## src/rtl/load_store_unit.sv

```systemverilog
// load_store_unit: single-outstanding load/store initiator for the RAM data
// port. Handles byte/half/word accesses, doing sub-word stores as
// read-modify-write and returning loads sign- or zero-extended.
//
// Handshake: a request transfers on a rising clock edge where req_valid and
// req_ready are both 1. A response transfers on a rising edge where resp_valid
// and resp_ready are both 1. While resp_valid is 1, resp_rdata and resp_error
// hold steady. req_ready is 1 only in IDLE, so one request is in flight at a time.
module load_store_unit #(
  parameter int DATA_WIDTH = 32,
  parameter int ADDR_WIDTH = 16
) (
  input  logic                  clock,
  input  logic                  reset,
  input  logic                  req_valid,
  output logic                  req_ready,
  input  logic                  req_write,
  input  logic [1:0]            req_size,
  input  logic                  req_signed,
  input  logic [31:0]           req_addr,
  input  logic [31:0]           req_wdata,
  output logic                  resp_valid,
  input  logic                  resp_ready,
  output logic [31:0]           resp_rdata,
  output logic                  resp_error,
  output logic                  wEn,
  output logic [ADDR_WIDTH-1:0] d_address,
  output logic [DATA_WIDTH-1:0] d_write_data,
  input  logic [DATA_WIDTH-1:0] d_read_data,
  output logic [1:0]            dbg_state
);

  typedef enum logic [1:0] {
    IDLE  = 2'd0,
    READ  = 2'd1,
    WRITE = 2'd2,
    RESP  = 2'd3
  } state_t;

  state_t      state, state_nxt;

  // Latched request fields (word address lives in d_address).
  logic [1:0]  l_lane;
  logic [1:0]  l_size;
  logic        l_signed;
  logic        l_write;
  logic [31:0] l_wdata;
  logic [31:0] old_word;

  logic        req_err;
  logic [31:0] rd_word;
  logic [7:0]  rd_byte;
  logic [15:0] rd_half;
  logic [31:0] load_val;
  logic [31:0] merged;

  assign rd_word    = d_read_data[31:0];
  assign req_ready  = (state == IDLE);
  assign resp_valid = (state == RESP);
  assign wEn        = (state == WRITE);
  assign dbg_state  = state;

  // Classify the incoming request: illegal size, misalignment or out of range.
  always_comb begin
    req_err = 1'b0;
    if (req_size == 2'd3)
      req_err = 1'b1;
    if (req_size == 2'd1 && req_addr[0])
      req_err = 1'b1;
    if (req_size == 2'd2 && req_addr[1:0] != 2'b00)
      req_err = 1'b1;
    if ((req_addr >> (ADDR_WIDTH + 2)) != 32'd0)
      req_err = 1'b1;
  end

  // State register.
  always_ff @(posedge clock or negedge reset) begin
    if (!reset)
      state <= IDLE;
    else
      state <= state_nxt;
  end

  // Next-state logic.
  always_comb begin
    state_nxt = state;
    case (state)
      IDLE: begin
        if (req_valid) begin
          if (req_err)
            state_nxt = RESP;
          else if (!req_write || req_size != 2'd2)
            state_nxt = READ;
          else
            state_nxt = WRITE;
        end
      end
      READ:    state_nxt = l_write ? WRITE : RESP;
      WRITE:   state_nxt = RESP;
      RESP:    state_nxt = resp_ready ? IDLE : RESP;
      default: state_nxt = IDLE;
    endcase
  end

  // Load lane select and extension from the word being read.
  always_comb begin
    rd_byte  = rd_word[{l_lane, 3'b000} +: 8];
    rd_half  = l_lane[1] ? rd_word[31:16] : rd_word[15:0];
    load_val = rd_word;
    case (l_size)
      2'd0:    load_val = {{24{l_signed & rd_byte[7]}}, rd_byte};
      2'd1:    load_val = {{16{l_signed & rd_half[15]}}, rd_half};
      default: load_val = rd_word;
    endcase
  end

  // Store word: the old word with only the addressed lane replaced.
  always_comb begin
    merged = old_word;
    case (l_size)
      2'd0:    merged[{l_lane, 3'b000} +: 8]     = l_wdata[7:0];
      2'd1:    merged[{l_lane[1], 4'b0000} +: 16] = l_wdata[15:0];
      default: merged = l_wdata;
    endcase
  end

  // Write data is only driven while the write enable is up.
  assign d_write_data = wEn ? DATA_WIDTH'(merged) : '0;

  // Request latch, old-word capture and response registers.
  always_ff @(posedge clock or negedge reset) begin
    if (!reset) begin
      l_lane     <= 2'b00;
      l_size     <= 2'b00;
      l_signed   <= 1'b0;
      l_write    <= 1'b0;
      l_wdata    <= 32'd0;
      old_word   <= 32'd0;
      d_address  <= '0;
      resp_rdata <= 32'd0;
      resp_error <= 1'b0;
    end else begin
      case (state)
        IDLE: begin
          if (req_valid) begin
            l_lane     <= req_addr[1:0];
            l_size     <= req_size;
            l_signed   <= req_signed;
            l_write    <= req_write;
            l_wdata    <= req_wdata;
            d_address  <= req_addr[ADDR_WIDTH+1:2];
            resp_error <= req_err;
            resp_rdata <= 32'd0;
          end
        end
        READ: begin
          if (l_write)
            old_word <= rd_word;
          else
            resp_rdata <= load_val;
        end
        WRITE: begin
          resp_rdata <= 32'd0;
        end
        RESP: begin
          if (resp_ready) begin
            resp_rdata <= 32'd0;
            resp_error <= 1'b0;
          end
        end
        default: ;
      endcase
    end
  end

endmodule

```

## config.mk

```make
export PLATFORM = sky130hd
export DESIGN_NAME = load_store_unit
export DESIGN_NICKNAME = d
export VERILOG_FILES = /design/src/rtl/load_store_unit.sv
export SDC_FILE = /design/constraint.sdc
export NUM_CORES = 1
export LEC_CHECK = 0
export CORE_UTILIZATION = 35
export CTS_BUF_LIST = sky130_fd_sc_hd__clkbuf_4 sky130_fd_sc_hd__clkbuf_8
export CTS_CLUSTER_DIAMETER = 150
export DETAILED_ROUTE_END_ITERATION = 10
export HOLD_SLACK_MARGIN = 0.06
export SYNTH_ARGS = -nofsm -noshare
export SYNTH_HDL_FRONTEND = slang
export SYNTH_SLANG_ARGS = --single-unit
```

## constraint.sdc

```tcl
create_clock -name clock -period 3.7 [get_ports clock]
set_input_delay 1.11 -clock clock [delete_from_list [all_inputs] [get_ports clock]]
set_output_delay 1.11 -clock clock [all_outputs]
set_load 0.05 [all_outputs]
```

==> run_results.csv <==
group,metric,value,unit
logic_synthesis,yosysWarnings,0,
timing,period_share,97.0,%
final_layout,antennaDiodeCount,0,
routing,drt-initial-drc-count,621,
timing,drv_slew,0,
timing,holdWs,0.480,ns
logic_synthesis,syn_nets,779,
final_layout,regArea,3030,µm²
routing,vias,6098,
clocking,htree_levels,4,
status,status,"complete, no violations",
power_and_ir_drop,p_leak,4.08,nW
final_layout,final_common_cell,"nand2_1",
logic_synthesis,synth-seq-area-share,47.4,%
clocking,root_buffer,"clkbuf_8",
grt,grt_pass1_wl,33900,µm
timing,post-route-min-period,3.59,ns
clocking,postCtsHoldBufs,0,
die,coreArea,17900,µm²
logic_synthesis,synth_edf_count,0,
routing,firstDrtPassIters,7,
timing,setup-tns-final,0,ns
power_and_ir_drop,p_per_area,1030,nW/µm²
logic_synthesis,synth_cell_types,49,
logic_synthesis,ys_seq_elements,121,
final_layout,fillers,1637,
clocking,cts_made_buffers,17,
die,die_h,137,µm
routing,routed_wl,22000,µm
routing,antenna_left,0,
final_layout,final_cell_mix,"198 x nand2_1, 155 x clkdlybuf4s50_1, 120 x dfrtp_1, 48 x mux2_2, 33 x buf_12",
logic_synthesis,ys_async_sr_fraction,100,%
final_layout,multi_input_area,3140,µm²
power_and_ir_drop,peakVddDrop,504,µV
place,io_buffers,189,
die,boundaryPins,190,
grt,track_usage,24.3,%
min_path,hold_class,"reg2reg",
final_layout,area_growth,45.8,%
place,place_congestion,0.846,
routing,vias_per_cell,5.59,
critical_path,critical_path_class,"reg2out",
power_and_ir_drop,p_total,0.00963,W
grt,overflow,0,
clocking,cts_tree,"yes",
critical_path,r2r-start,"l_size[1]",
timing,fin_skew,0.0110,ns
flow_run,max-cap-violations,0,
clocking,clkSinkCount,121,
final_layout,final_core_util,52.0,%
critical_path,startpoint,"l_lane[1]",
timing,finalSetupViolCount,0,
routing,routedWlPerCell,20.2,µm
grt,antenna_found_initial,0,
logic_synthesis,synth_area,6390,µm²
critical_path,startpoint_type,"flop",
timing,layout_setup_ws,0.112,ns
timing,max_slew.worst_pin.slew,0.823,ns
critical_path,critPathMaxFanout,10,
logic_synthesis,ys.flop_type,"dfrtp_1",
die,initial_core_util,35.7,%
logic_synthesis,synthCells,670,
clocking,clk_latency,0.44,ns
place,dp_hpwl,16100,µm
timing,fmax,279,MHz
critical_path,worst_ep_arrival_time,2.48,ns
clocking,cts_max_path_buffers,2,
logic_synthesis,syn_area_per_cell,9.54,µm²
die,fp.dieW,137,µm
die,rows,49,
timing,relSlewSlack,45.1,%
final_layout,layout.nets,957,
critical_path,cp-end-kind,"primary output",
grt,grt_pass1_vias,5922,
routing,drc,0,
die,die-area,18800,µm²
place,pre_cts_ws,0.458,ns
final_layout,layout-drive-gt1-share,19.4,%
min_path,hp-start,"d_address[6]",
critical_path,crit_required,2.59,ns
timing,hold_viol_final,0,
clocking,path_clk_slew,0.08,ns
grt,grt_max_degree,60,
[power by group]
group          internal (W)  switching, W  leakage (nW)
sequential          0.00193      0.000706          1.49
combinational       0.00239       0.00338          2.37
clock              0.000660      0.000567         0.210
total               0.00498       0.00465          4.08
[what timing repair did]
item	CTS	global route
hold endpoints to repair	0	0
buffers inserted	0	5
gates cloned	0	0
gates resized for setup	1	5
pin swaps	0	2
endpoints found under the setup margin	1	24
[cell type report]
cell class | instances | area share (%)
timing repair buffer | 215 | 25.9
clock buffer | 20 | 2.95
tap | 229 | 3.08
sequential | 121 | 32.5
clock inverter | 12 | 1.49
multi-input combinational | 484 | 33.7
inverter | 9 | 0.403
[worst max-delay path, stage by stage (launching register included)]
cell and delay [ns]:
dfrtp_1 0.37, buf_4 0.19, ha_1 0.22, clkinvlp_4 0.13, nor4b_4 0.33, buf_4 0.20, a221oi_1 0.09, nor3_2 0.33
buf_12 0.18
[final timing paths]
path	to	slack, ns	cells after the start
max	d_write_data[25]	0.11	8
min reg2reg	d_address[6]	0.48	2
max in group asynchronous	l_lane[0]	2.14	2
min in group asynchronous	l_wdata[18]	0.76	1
max reg2reg	resp_rdata[2]	1.51	5
min	d_address[6]	0.48	2
[registers in the layout, summed over array words and instances, names as in the netlist]
register    flops
l_lane          2
l_write         1
dbg_state       2
old_word       32
resp_error      1
l_signed        1
d_address      16
resp_rdata     32
l_size          2
l_wdata        32
[cell families after synthesis]
kind of cell               after synthesis  synth area share (%)
and+or+nand+nor                        261                  17.6
adders and majority gates                5                 0.979
buffers and inverters                   65                  4.70
DFF                                    121                  47.4
muxes                                   57                  9.87
AOI/OAI and AO/OA                      161                  19.4
[synth_stat cells, types with 11 or more instances]
| cell | instances | area (µm²) |
|---|---|---|
| nand2_1 | 199 | 747 |
| dfrtp_1 | 121 | 3030 |
| mux2_2 | 48 | 541 |
| buf_2 | 29 | 145 |
| a221oi_1 | 26 | 228 |
| o22ai_1 | 25 | 156 |
| a22oi_1 | 24 | 180 |
| nor2_1 | 18 | 67.6 |
| a21oi_1 | 17 | 85.1 |
| clkbuf_1 | 15 | 56.3 |
| o21ai_0 | 14 | 70.1 |
| nor2b_1 | 13 | 81.3 |
| nor3_1 | 11 | 55.1 |
[routing by layer]
| metal | up-vias | wire length, µm | track usage, % | part of all wire, % |
|---|---|---|---|---|
| met2 | 304 | 10200 | 38.0 | 46 |
| li1 | 2776 | - | - | - |
| met1 | 2982 | 9620 | 34.0 | 44 |
| met3 | 36 | 1800 | 4.30 | 8.1 |
| met4 | 0 | 450 | 7.26 | 2.0 |
| met5 | - | 0 | 0 | 0 |
[stage by stage]
| step | area [µm²] | cells |
|---|---|---|
| after CTS | 9260 | 1085 |
| final | 9320 | 1090 |
| after detailed placement | 8850 | 1053 |
| after floorplan | 6430 | 670 |
| after global routing | 9320 | 1090 |
| after global placement | 8850 | 1053 |
Power figures use the tool's default switching activity.
